$ cat src/rtl/config_serial_tx.sv
`default_nettype none
// ============================================================================
// Module   : config_serial_tx
// Purpose  : Three-wire (sen/sclk/sdata) transmitter for the Mandelbrot
//            engine's configuration shift register. Sends a WIDTH-bit word
//            LSB-first, one bit per sclk rising edge, with every sclk phase
//            lasting HALF_PERIOD clk cycles so that the receiver's 3-flop
//            input synchronizers see clean edges. sen falling is the
//            receiver's "start render" event.
// Ports    : clk            - system clock, rising edge
//            combined_rst_n - asynchronous active-low reset
//            start          - transfer request, honoured only when idle
//            data           - configuration word, captured on acceptance
//            busy           - transfer in progress (mirrors sen)
//            done           - one-cycle pulse coincident with sen falling
//            sen/sdata/sclk - serial link outputs, all registered
// Revision : 1.0 - initial release
// ============================================================================
module config_serial_tx #(
  parameter int WIDTH       = 57,
  parameter int HALF_PERIOD = 4
) (
  input  logic             clk,
  input  logic             combined_rst_n,
  input  logic             start,
  input  logic [WIDTH-1:0] data,
  output logic             busy,
  output logic             done,
  output logic             sen,
  output logic             sdata,
  output logic             sclk
);

  localparam int PH_W  = (HALF_PERIOD > 1) ? $clog2(HALF_PERIOD) : 1;
  localparam int IDX_W = (WIDTH > 1) ? $clog2(WIDTH) : 1;

  localparam logic [PH_W-1:0]  PH_MAX   = PH_W'(HALF_PERIOD - 1);
  localparam logic [IDX_W-1:0] IDX_LAST = IDX_W'(WIDTH - 1);

  typedef enum logic [2:0] {
    IDLE  = 3'd0,
    LEAD  = 3'd1,
    HIGH  = 3'd2,
    LOW   = 3'd3,
    TRAIL = 3'd4
  } state_t;

  state_t             state_q, state_d;
  logic [PH_W-1:0]    phase_q, phase_d;
  logic [IDX_W-1:0]   idx_q, idx_d;
  logic [WIDTH-1:0]   shift_q, shift_d;
  logic               sen_q, sen_d;
  logic               sclk_q, sclk_d;
  logic               sdata_q, sdata_d;
  logic               busy_q, busy_d;
  logic               done_q, done_d;

  // Shift register advanced by one position; bit 0 is the next bit to send.
  logic [WIDTH-1:0]   shift_nxt;
  assign shift_nxt = shift_q >> 1;

  always_ff @(posedge clk or negedge combined_rst_n) begin
    if (!combined_rst_n) begin
      state_q <= IDLE;
      phase_q <= '0;
      idx_q   <= '0;
      shift_q <= '0;
      sen_q   <= 1'b0;
      sclk_q  <= 1'b0;
      sdata_q <= 1'b0;
      busy_q  <= 1'b0;
      done_q  <= 1'b0;
    end else begin
      state_q <= state_d;
      phase_q <= phase_d;
      idx_q   <= idx_d;
      shift_q <= shift_d;
      sen_q   <= sen_d;
      sclk_q  <= sclk_d;
      sdata_q <= sdata_d;
      busy_q  <= busy_d;
      done_q  <= done_d;
    end
  end

  always_comb begin
    state_d = state_q;
    phase_d = phase_q;
    idx_d   = idx_q;
    shift_d = shift_q;
    sen_d   = sen_q;
    sclk_d  = sclk_q;
    sdata_d = sdata_q;
    busy_d  = busy_q;
    done_d  = 1'b0;

    if (state_q == IDLE) begin
      // Outputs are loaded directly on the accepting edge so that a start
      // held high re-enters the link with sen low for a single cycle.
      if (start) begin
        shift_d = data;
        sen_d   = 1'b1;
        sclk_d  = 1'b0;
        sdata_d = data[0];
        busy_d  = 1'b1;
        phase_d = PH_MAX;
        idx_d   = '0;
        state_d = LEAD;
      end
    end else if (phase_q != '0) begin
      phase_d = phase_q - PH_W'(1);
    end else begin
      // End of a HALF_PERIOD-long phase: every state transition happens here.
      phase_d = PH_MAX;
      case (state_q)
        LEAD: begin
          sclk_d  = 1'b1;
          state_d = HIGH;
        end
        HIGH: begin
          sclk_d = 1'b0;
          if (idx_q != IDX_LAST) begin
            // Data only moves on the sclk falling edge, centring each bit
            // around the next rising edge.
            idx_d   = idx_q + IDX_W'(1);
            shift_d = shift_nxt;
            sdata_d = shift_nxt[0];
            state_d = LOW;
          end else begin
            state_d = TRAIL;
          end
        end
        LOW: begin
          sclk_d  = 1'b1;
          state_d = HIGH;
        end
        TRAIL: begin
          sen_d   = 1'b0;
          sdata_d = 1'b0;
          busy_d  = 1'b0;
          done_d  = 1'b1;
          state_d = IDLE;
        end
        default: begin
          state_d = IDLE;
        end
      endcase
    end
  end

  assign busy  = busy_q;
  assign done  = done_q;
  assign sen   = sen_q;
  assign sdata = sdata_q;
  assign sclk  = sclk_q;

endmodule
`default_nettype wire

$ cat config.mk
export PLATFORM = sky130hd
export DESIGN_NAME = config_serial_tx
export DESIGN_NICKNAME = d
export VERILOG_FILES = /design/src/rtl/config_serial_tx.sv
export SDC_FILE = /design/constraint.sdc
export NUM_CORES = 1
export LEC_CHECK = 0
export BUFFER_PORTS_ARGS = -buffer_cell sky130_fd_sc_hd__buf_2
export CAP_MARGIN = 20
export CORE_ASPECT_RATIO = 1.75
export CORE_MARGIN = 10
export CORE_UTILIZATION = 48
export CTS_BUF_LIST = sky130_fd_sc_hd__clkbuf_8 sky130_fd_sc_hd__clkbuf_16
export CTS_CLUSTER_DIAMETER = 150
export DETAILED_ROUTE_END_ITERATION = 7
export PLACE_DENSITY = 0.71
export SLEW_MARGIN = 10
export SYNTH_ARGS = -nofsm -noshare
export SYNTH_HDL_FRONTEND = slang
export SYNTH_SLANG_ARGS = --single-unit
$ cat constraint.sdc
create_clock -name clk -period 1.89 [get_ports clk]
set_input_delay 0.0945 -clock clk [delete_from_list [all_inputs] [get_ports clk]]
set_output_delay 0.0945 -clock clk [all_outputs]
set_load 0.01 [all_outputs]
== Word level (Yosys, flattened, before mapping) ==
Index checks and enable logic that the tools add are counted.
Widths: inputs -> output; s select.

* Register bits: 72
* Bits of input ports: 60
* Logic and storage cells: 65

* $add $sub $neg: 2
* Eq/ne operators: 8
* Mux-type cells: 34
* Reductions and logical operators: 13

{| class="wikitable"
|+ Operators with widths
! kind !! count
|-
| $mux 57 || 5
|-
| $mux 6 || 5
|-
| $mux 1 || 14
|-
| $mux 3 || 4
|-
| $reduce_and 4->1 || 2
|-
| $reduce_bool 2->1 || 4
|-
| $add 6x1->6 const B || 1
|-
| $eq 3x2->1 const B || 2
|-
| $mux 2 || 3
|-
| $ne 6x6->1 const B || 1
|-
| $pmux 3 s2 || 1
|-
| $reduce_and 3->1 || 2
|-
| $reduce_bool 3->1 || 2
|-
| $ne 2x2->1 const B || 2
|-
| $pmux 1 s2 || 2
|-
| $eq 3x1->1 const B || 1
|-
| $eq 3x3->1 const B || 1
|-
| $logic_not 3->1 || 1
|-
| $ne 3x3->1 const B || 1
|-
| $reduce_and 2->1 || 1
|-
| $reduce_or 2->1 || 1
|-
| $sub 2x1->2 const B || 1
|}

== Longest topological paths before layout ==
* Depth after elaboration: 5
* Mapped depth: 9
* Depth with buffers taken out: 6

== Least setup slack after synthesis ==
No wires, ideal clock.

* Kind: reg2reg
* Start: register phase_q[0]
* End: register shift_q[45]
* Setup time: 0.132 ns
* Arrival: 1.492 ns
* Path slack: 0.266 ns
* Cell stages (with the launch flop): 10
* Path buffers: 3
* Period minus slack after synthesis: 1.624 ns
* Cell sequence: dfrtp_1 -> inv_1 -> ha_1 -> buf_2 -> nand2b_1 -> o2111ai_4 -> buf_6 -> buf_4 -> nand2_1 -> o21ai_1

* Longest elaborated chain between the ends: 3

{| class="wikitable"
|+ RTL lines
! what !! RTL line !! source
|-
| start: declaration || 49 || <nowiki>logic [PH_W-1:0] phase_q, phase_d;</nowiki>
|-
| start signal: assignment || 75 || <nowiki>phase_q <= phase_d;</nowiki>
|-
| $reduce_bool 2->1 || 110 || <nowiki>end else if (phase_q != '0) begin</nowiki>
|-
| $ne 2x2->1 (no source line) || - ||
|-
| $reduce_and 4->1 (no source line) || - ||
|-
| end signal: assignment || 77 || <nowiki>shift_q <= shift_d;</nowiki>
|-
| end: declaration || 51 || <nowiki>logic [WIDTH-1:0] shift_q, shift_d;</nowiki>
|}

No other way between the ends.
A chain may end at the register's enable or synchronous reset.

== Worst setup path in the final report ==
* Start: register idx_q[0]
* End: register idx_q[2]

* Longest elaborated chain between the ends: 5

{| class="wikitable"
|+ RTL lines
! what !! RTL line !! source
|-
| start: declaration || 50 || <nowiki>logic [IDX_W-1:0] idx_q, idx_d;</nowiki>
|-
| start signal: assignment || 76 || <nowiki>idx_q <= idx_d;</nowiki>
|-
| $add 6x1->6 || 125 || <nowiki>idx_d = idx_q + IDX_W'(1);</nowiki>
|-
| $mux 6 || 122 || <nowiki>if (idx_q != IDX_LAST) begin</nowiki>
|-
| $mux 6 || 115 || <nowiki>case (state_q)</nowiki>
|-
| $mux 6 || 110 ||
|-
| $mux 6 || 97 || <nowiki>if (state_q == IDLE) begin</nowiki>
|}

Several ways; a longest one is shown, not always the timed one. The select of a mux whose other input is x is not followed.

==> flow_metrics.tcl <==
set metrics [dict create \
    yosys_warnings 0 \
    grt_pass1_vias 2516 \
    postRouteAntennaNets 0 \
    dp_hpwl_um 4990 \
    use_met1_pct 15.7 \
    synth_edf_count 0 \
    tightest_slew_ns 0.400 \
    crit_fanout 58 \
    cts_resized 0 \
    die_x_um 83.1 \
    worst_hold_path_type "primary input to register" \
    cp.required_ns 2.10 \
    irDropWorstVdd_v 0.000579 \
    drt_first_iter_violations 134 \
    final_hold_viol_count 0 \
    synth_nets 388 \
    period_needed_ns 1.67 \
    finalSetupViolations 0 \
    fillCellCount 577 \
    diodes 0 \
    ys_async_sr_fraction_pct 100 \
    pin_count 65 \
    drc 0 \
    grtUsageTotal_pct 13.7 \
    cts_tree "done" \
    slew_violations 0 \
    ys_seq_area_share_pct 53.1 \
    clk_pin_slew_ns 0.06 \
    power.density_mw_per_mm2 815 \
    grtUsageMet3_pct 3.78 \
    crit_path_frequent_cell "o21ai_0" \
    layout_common_cells "dfrtp_1 (71), buf_2 (64), nand2_1 (63), mux2i_1 (56), o21ai_0 (36)" \
    ys_ff_latch 71 \
    post_cts_buffers 0 \
    grt.busiest_layer "met2" \
    cts_hold_buf 1 \
    slowest_stage "dfrtp_1" \
    final_util_pct 59.7 \
    drive_gt1_share_pct 23.3 \
    initial_core_util_pct 49.2 \
    end_kind "register" \
    final.setup_skew_ns 0.00489 \
    setup_tns_ns 0 \
    drv_cap 0 \
    critical-path-max-stage-delay_ns 0.41 \
    path_cells "inv_1 -> ha_1 -> nand3b_1 -> o2111ai_4 -> buf_12 -> o21ai_0 -> o21ai_0" \
    synth_area_mm2 0.00335 \
    use_met2_pct 23.1 \
    clkLatencyLatePin_ns 0.33 \
    vias_per_cell 5.18 \
    die_y_um 130 \
    die_area_mm2 0.0108 \
    numCtsBuffers 9 \
    period_share_pct 88.5 \
    postLayoutCellArea_mm2 0.00406 \
    p_leak_nw 1.69 \
    setup_ws_ns 0.216 \
    area.growth.synth_to_final_pct 21.3 \
    cts-root-buf "clkbuf_16" \
    finalHoldWorstSlack_ns 0.0136 \
    slew_headroom_pct 73.2 \
    io_buffers 64 \
    dpl_cell_area_mm2 0.00375 \
    cp.arrival_ns 1.88 \
    floorplan.rows 40 \
    rsz0062_at_grt "no" \
    synth-main-ff-cell "dfrtp_1" \
    vias 2453 \
    overflow 0 \
    avgRoutedWirePerCell_um 14.7 \
    grt_pass1_wl_um 12100 \
    drt_pass1_iterations 4 \
    pre_cts_slack_ns 0.240 \
    grt_max_degree 72 \
    synth_cell_types 33 \
    critPathTopFamily "compound AO/OA/AOI/OAI gates" \
    status "finished clean" \
    clkSinkCount 71 \
    h-tree-depth 3 \
    clockBufferDepth 2 \
    final_common_cell "dfrtp_1" \
    place_congestion 0.773 \
    drt_wl_total_um 6970 \
    criticalPathCategory "register to register" \
    fmax_ghz 0.598 \
    syn_inst 325 \
    critPathLaunchType "register" \
    layout.nets 448 \
    critPathBufInv 2 \
    syn_avg_cell_area_um2 10.3 \
    fp.coreArea_mm2 0.00681 \
    antenna_found_initial 0 \
]
## synthesized netlist by cell type, types with 2 or more instances
| cell | n | share of area [%] |
|---|---|---|
| inv_1 | 6 | 0.67 |
| o21ai_1 | 33 | 4.9 |
| o21ai_0 | 36 | 5.4 |
| ha_1 | 3 | 1.1 |
| buf_2 | 9 | 1.3 |
| nand2_1 | 63 | 7.1 |
| dfrtp_1 | 71 | 53 |
| buf_4 | 8 | 1.8 |
| nor2b_1 | 2 | 0.37 |
| mux2i_1 | 56 | 17 |
| clkbuf_2 | 3 | 0.45 |
| a21oi_1 | 2 | 0.30 |
| nand3_1 | 5 | 0.75 |
| nor2_1 | 7 | 0.78 |
| a22oi_1 | 2 | 0.45 |
| nand3b_1 | 2 | 0.45 |
## state kept, by name, indices dropped and copies added (netlist names)
signal   cells
busy         1
done         1
idx_q        6
phase_q      2
sclk         1
sdata        1
shift_q     56
state_q      3
## routing by layer
metal	wire, µm	up-vias	part of all wire, %
li1	-	1246	-
met1	2810	1154	40
met2	3750	45	54
met3	306	8	4.4
met4	109	0	1.6
met5	0	-	0
## where the power goes
| group | switching (mW) | total [mW] | internal [mW] |
|---|---|---|---|
| registers | 0 | 1.52 | 1.52 |
| clock network | 0.636 | 1.69 | 1.05 |
| logic | 0.0503 | 0.102 | 0.0513 |
| total | 0.687 | 3.31 | 2.62 |
## kinds of logic (layout without fill, tap and decap cells)
| group | count (synthesis) | count (layout) | share of synthesized area [%] |
|---|---|---|---|
| buffers and inverters | 28 | 93 | 4.71 |
| AND/OR/NAND/NOR | 87 | 87 | 11.1 |
| flip-flops | 71 | 71 | 53.1 |
| adder cells (fa/ha/maj) | 3 | 3 | 1.12 |
| AO/OA/AOI/OAI | 80 | 80 | 13.3 |
| multiplexers | 56 | 56 | 16.7 |
## worst register-to-register path: cells and delay by family, from the launching register on
family                     cells  cell delay, ns
and+or+nand+nor                1            0.17
buffers and inverters          2            0.29
adders and majority gates      1            0.19
DFF                            1            0.41
AOI/OAI and AO/OA              3            0.50
## per-stage QoR
step / cells / power [mW]
4_1_cts: 474 / 3.34
6_report: 474 / 3.31
3_3_place_gp: 457 / 1.65
2_1_floorplan: 325 / 1.55
3_5_place_dp: 457 / 1.65
5_1_grt: 474 / 3.41
## final timing paths
| kind | end | start | cells past startpoint | slack [ns] |
|---|---|---|---|---|
| worst max-delay path | idx_q[2] | idx_q[0] | 7 | 0.22 |
| worst min-delay path | shift_q[56] | data[56] | 3 | 0.01 |
| worst max register to register | idx_q[2] | idx_q[0] | 7 | 0.22 |
| worst min register to register | shift_q[37] | shift_q[37] | 2 | 0.48 |
| max in group asynchronous | shift_q[12] | combined_rst_n | 3 | 1.27 |
| min in group asynchronous | shift_q[5] | combined_rst_n | 3 | 0.31 |
## cell type report
| class | instances | area (µm²) | area share [%] |
|---|---|---|---|
| clock inverters | 6 | 60.1 | 1.48 |
| multi-input cells | 226 | 1420 | 34.9 |
| repair buffers | 71 | 438 | 10.8 |
| flip-flops and latches | 71 | 1780 | 43.8 |
| clock buffers | 10 | 239 | 5.89 |
| inverters | 6 | 22.5 | 0.555 |
| well taps | 84 | 105 | 2.59 |
(Power assumes the default switching activity.)
